File: src/rtl/fetch_stall_ctrl_pkg.sv
// Shared pipeline definitions for the fetch stall controller: opcodes,
// hazard classes and stall FSM states.
package fetch_stall_ctrl_pkg;

  localparam logic [5:0] OP_RTYPE  = 6'd0;
  localparam logic [5:0] OP_J      = 6'd2;
  localparam logic [5:0] OP_BEQ    = 6'd4;
  localparam logic [5:0] OP_BNE    = 6'd5;
  localparam logic [5:0] FUNCT_MUL = 6'd25;

  typedef enum logic [1:0] {
    HZ_NONE = 2'd0,
    HZ_BR   = 2'd1,
    HZ_JMP  = 2'd2,
    HZ_MUL  = 2'd3
  } hazard_class_t;

  typedef enum logic [1:0] {
    ST_IDLE      = 2'd0,
    ST_STALL_BR  = 2'd1,
    ST_STALL_MUL = 2'd2
  } stall_state_t;

endpackage

File: src/rtl/fetch_stall_ctrl_hazard_decode.sv
// Combinational classifier: opcode/funct of the fetched word -> hazard class.
module hazard_decode
  import fetch_stall_ctrl_pkg::*;
(
  input  logic [5:0]    opcode,
  input  logic [5:0]    funct,
  output hazard_class_t hz_class
);

  // classify the fetched instruction
  always_comb begin
    hz_class = HZ_NONE;
    case (opcode)
      OP_BEQ, OP_BNE: hz_class = HZ_BR;
      OP_J:           hz_class = HZ_JMP;
      OP_RTYPE: begin
        if (funct == FUNCT_MUL) begin
          hz_class = HZ_MUL;
        end else begin
          hz_class = HZ_NONE;
        end
      end
      default:        hz_class = HZ_NONE;
    endcase
  end

endmodule

File: src/rtl/fetch_stall_ctrl.sv
// Fetch-stage stall controller: holds the PC and injects nops into IF/ID
// for a fixed number of cycles after a branch, jump or multiply is fetched.
module fetch_stall_ctrl
  import fetch_stall_ctrl_pkg::*;
#(
  parameter int unsigned BR_STALL  = 3,
  parameter int unsigned MUL_STALL = 34
) (
  input  logic        clk,
  input  logic        rst,
  input  logic [31:0] instr_i,
  output logic        pc_en_o,
  output logic        bubble_o,
  output logic [31:0] instr_o,
  output logic        busy_o,
  output logic [5:0]  stall_cnt_o,
  output logic [31:0] stall_total_o
);

  localparam logic [5:0] BR_CNT  = 6'(BR_STALL);
  localparam logic [5:0] MUL_CNT = 6'(MUL_STALL);

  hazard_class_t hz_class_s;
  stall_state_t  state_r;
  stall_state_t  state_nxt_s;
  logic [5:0]    cnt_r;
  logic [5:0]    cnt_nxt_s;
  logic [31:0]   total_r;
  logic          pc_en_s;
  logic          bubble_s;

  hazard_decode u_hazard_decode (
    .opcode   (instr_i[31:26]),
    .funct    (instr_i[5:0]),
    .hz_class (hz_class_s)
  );

  // next-state, counter and fetch-control decode; reset overrides everything
  always_comb begin
    pc_en_s     = 1'b1;
    bubble_s    = 1'b0;
    state_nxt_s = state_r;
    cnt_nxt_s   = cnt_r;
    if (rst) begin
      state_nxt_s = ST_IDLE;
      cnt_nxt_s   = 6'd0;
    end else begin
      case (state_r)
        ST_IDLE: begin
          case (hz_class_s)
            HZ_BR, HZ_JMP: begin
              pc_en_s     = 1'b0;
              state_nxt_s = ST_STALL_BR;
              cnt_nxt_s   = BR_CNT;
            end
            HZ_MUL: begin
              pc_en_s     = 1'b0;
              state_nxt_s = ST_STALL_MUL;
              cnt_nxt_s   = MUL_CNT;
            end
            default: begin
              pc_en_s     = 1'b1;
            end
          endcase
        end
        ST_STALL_BR, ST_STALL_MUL: begin
          // the held PC keeps presenting the hazard word, so instr_i is ignored
          bubble_s = 1'b1;
          if (cnt_r == 6'd1) begin
            pc_en_s     = 1'b1;
            state_nxt_s = ST_IDLE;
            cnt_nxt_s   = 6'd0;
          end else begin
            pc_en_s     = 1'b0;
            cnt_nxt_s   = cnt_r - 6'd1;
          end
        end
        default: begin
          state_nxt_s = ST_IDLE;
          cnt_nxt_s   = 6'd0;
        end
      endcase
    end
  end

  // FSM and counter registers
  always_ff @(posedge clk) begin
    state_r <= state_nxt_s;
    cnt_r   <= cnt_nxt_s;
  end

  // saturating count of bubble cycles
  always_ff @(posedge clk) begin
    if (rst) begin
      total_r <= 32'd0;
    end else if (bubble_s && (total_r != 32'hFFFF_FFFF)) begin
      total_r <= total_r + 32'd1;
    end else begin
      total_r <= total_r;
    end
  end

  assign pc_en_o       = pc_en_s;
  assign bubble_o      = bubble_s;
  assign instr_o       = bubble_s ? 32'h0000_0000 : instr_i;
  assign busy_o        = (!rst) && (state_r != ST_IDLE);
  assign stall_cnt_o   = rst ? 6'd0 : cnt_r;
  assign stall_total_o = rst ? 32'd0 : total_r;

endmodule

File: config.mk
export PLATFORM = sky130hd
export DESIGN_NAME = fetch_stall_ctrl
export DESIGN_NICKNAME = d
export VERILOG_FILES = /design/src/rtl/fetch_stall_ctrl_pkg.sv /design/src/rtl/fetch_stall_ctrl_hazard_decode.sv /design/src/rtl/fetch_stall_ctrl.sv
export SDC_FILE = /design/constraint.sdc
export NUM_CORES = 1
export LEC_CHECK = 0
export ABC_AREA = 1
export CAP_MARGIN = 20
export CORE_MARGIN = 4
export CORE_UTILIZATION = 55
export DETAILED_ROUTE_END_ITERATION = 16
export DONT_BUFFER_PORTS = 1
export PLACE_DENSITY = 0.69
export SYNTH_ARGS = -nofsm -noshare
export SYNTH_HDL_FRONTEND = slang
export SYNTH_SLANG_ARGS = --single-unit
export TNS_END_PERCENT = 20
File: constraint.sdc
create_clock -name clk -period 5.6 [get_ports clk]
set_input_delay 0.84 -clock clk [delete_from_list [all_inputs] [get_ports clk]]
set_output_delay 0.84 -clock clk [all_outputs]
set_load 0.02 [all_outputs]
==> impl_metrics.py <==
metrics = {
    "global_route": {
        "grt_pass1_vias": 2858,
        "grt_pass1_wl_microns": 13100,
        "met3_usage_pct": 4.37,
        "gr-usage-all-layers_pct": 22.5,
        "grtUsageMet1_pct": 29.7,
        "use_met2_pct": 37.4,
        "grt.overflow.total": 0,
        "antenna_found_initial": 0,
        "grt_max_degree": 71,
        "grt.busiest_layer": "met2",
    },
    "timing": {
        "clock_skew_ns": 0.0133,
        "setup_viol": 0,
        "rsz0062_at_grt": "no",
        "finalSetupTns_ns": 0,
        "period_share_pct": 47.2,
        "hold_violations": 0,
        "tightest_slew_ns": 0.488,
        "slew_headroom_pct": 67.4,
        "drv_slew": 0,
        "fmax_mhz": 378,
        "period_minus_slack_ns": 2.65,
    },
    "placement": {
        "dp_hpwl_microns": 5920,
        "place.gp.congestion": 0.928,
        "placed_cell_area_sq_mm": 0.00312,
        "portBuffers": 0,
    },
    "routing": {
        "drt_iter0_drc": 208,
        "post-route-drc-count": 0,
        "drtAntennaViolNets": 0,
        "post_drt_wl_per_cell_microns": 12.5,
        "num_vias": 3159,
        "drt_wl_total_microns": 7870,
        "routed_via_density": 5.00,
        "first_pass_iters": 5,
    },
    "clock_network": {
        "cts.path.max_buffers": 2,
        "cts_tree": "done",
        "htree_levels": 2,
        "cts-resized-gates": 0,
        "clk_latency_ns": 0.30,
        "clkSinkCount": 40,
        "path_clk_slew_ns": 0.08,
        "cts_buffers": 5,
        "cts-root-buf": "clkbuf_8",
        "cts_hold_buf": 0,
        "cts_setup_buffers": 0,
    },
    "worst_hold_path": {
        "min-delay-start": "state_r[1]",
        "hp-class": "reg -> reg",
    },
    "setup_path": {
        "r2r_slack_ns": 3.27,
        "critPathCapture": "pc_en_o",
        "crit_fanout": 12,
        "worstPathArrival_ns": 1.81,
        "reg2reg_to": "total_r[13]",
        "endpoint_kind": "primary output",
        "ff2ff_path_depth": 9,
        "critPathKind": "in -> out",
        "worstPathRequired_ns": 4.76,
        "crit_start": "instr_i[31]",
        "regToRegStartpoint": "state_r[0]",
        "critPathLaunchType": "input port",
    },
    "floorplan": {
        "ioPinCount": 107,
        "core-area_sq_mm": 0.00551,
        "die_w_microns": 83.4,
        "initial_core_util_pct": 56.8,
        "dieHeight_microns": 83.4,
        "die_area_sq_mm": 0.00696,
        "rows": 27,
    },
    "yosys": {
        "ys_seq_area_share_pct": 25.6,
        "syn_area_per_cell_sq_um": 5.49,
        "ys_ff_latch": 40,
        "synth_top_area_share_pct": 25.6,
        "synth_cells": 570,
        "yosys_warnings": 0,
        "yosys.area.top_type": "dfxtp_1",
        "syn_area_sq_mm": 0.00313,
        "synthesis.nets": 609,
        "synthDistinctLibCells": 28,
        "synth_area_leaders": "dfxtp_1 26%, nand2_1 21%, nor2_1 17%",
    },
    "run": {
        "max_cap_viol_count": 0,
    },
    "pwr": {
        "power.density_mw_per_mm2": 211,
        "ir_worst_vdd_mv": 0.137,
        "p_leak_nw": 1.31,
    },
    "finish": {
        "areaGrowthSynthToFinish_pct": 3.24,
        "nNetsFinal": 598,
        "fillers": 594,
        "design_area_sq_mm": 0.00323,
        "insertedDiodeCount": 0,
        "drive_above_1_share_pct": 5.36,
    },
    "outcome": {
        "status": "finished clean",
    },
}
critical path, stage by stage:
cell,delay (ns)
nor2_1,0.13
nand3_1,0.10
nor2_1,0.10
nand2_1,0.06
nand2_1,0.28
o211ai_1,0.30
power breakdown:
part	total (mW)	leakage [nW]	switching [mW]	internal (mW)
sequential	0.300	0.323	0.00733	0.293
combinational	0.137	0.934	0.106	0.0316
clock	0.244	0.0541	0.112	0.132
cell usage in the layout, fill, tap and decap left out, drive strengths merged, types with 5 or more instances in the layout:
cell type and n:
o21ai 9, dfxtp 40, ha 5, nor2 144
nand3 25, xor2 13, a21oi 29, nand4 5
clkbuf 5, nand2 185, inv 89
synthesized netlist by cell type:
library cell,number
buf_2,3
buf_8,1
nand3b_1,1
nor3b_1,1
o21ai_0,9
nor2_2,3
dfxtp_1,40
a21oi_2,7
nor2_1,139
nand4_1,5
nor2_4,2
a31oi_1,1
o21a_1,1
nor3_1,1
nand3_1,25
buf_4,2
nand2_2,5
ha_1,5
a21oi_1,22
inv_2,1
o21bai_1,1
inv_1,88
buf_12,1
xor2_1,13
nand2_4,2
clkbuf_1,12
nand2_1,178
o211ai_1,1
logic make-up (layout without fill, tap and decap cells):
kind of cell,Yosys count,count (layout),synth area share (%)
XOR/XNOR,13,13,3.64
AO/OA/AOI/OAI,42,42,7.84
flip-flops,40,40,25.6
buffers and inverters,108,98,14.2
adder cells (fa/ha/maj),5,5,2.00
AND/OR/NAND/NOR,362,362,46.7
layer usage:
layer	routed length, microns	vias to the layer above
met5	0	-
met4	65	0
met3	554	5
met2	3700	112
met1	3540	1365
li1	-	1677
per-stage QoR:
step	total power [mW]	std cells	utilization (%)	worst slack [ns]	hold slack, ns
after floorplan	0.436	570	-	2.78	0.451
after global placement	0.442	624	56.6	2.98	0.472
after detailed placement	0.444	624	56.6	2.96	0.482
after CTS	0.685	632	58.6	2.94	0.494
after global routing	0.715	632	58.6	2.80	0.513
final	0.682	632	58.6	2.95	0.493
how the worst min path moves through the flow:
stage | to | depth (start not counted)
3_5_place_dp | state_r[0] | 2
2_1_floorplan | state_r[0] | 2
5_1_grt | state_r[1] | 2
4_1_cts | state_r[1] | 2
6_report | state_r[1] | 2
3_3_place_gp | state_r[0] | 2
layout make-up:
class                           instances  area [sq um]  share of cell area (%)
Sequential cell                        40           801                    24.8
Inverter                               89           334                    10.3
Clock buffer                            5          68.8                    2.13
Tap cell                               72          90.1                    2.79
Timing Repair Buffer                    1          7.51                   0.232
Multi-Input combinational cell        422          1890                    58.4
Clock inverter                          3          42.5                    1.32
sequential cells by signal, summed over array words and instances, names as in the netlist:
register	count
total_r	32
cnt_r	6
state_r	2
Note: power is estimated with default switching activity, not from simulation.
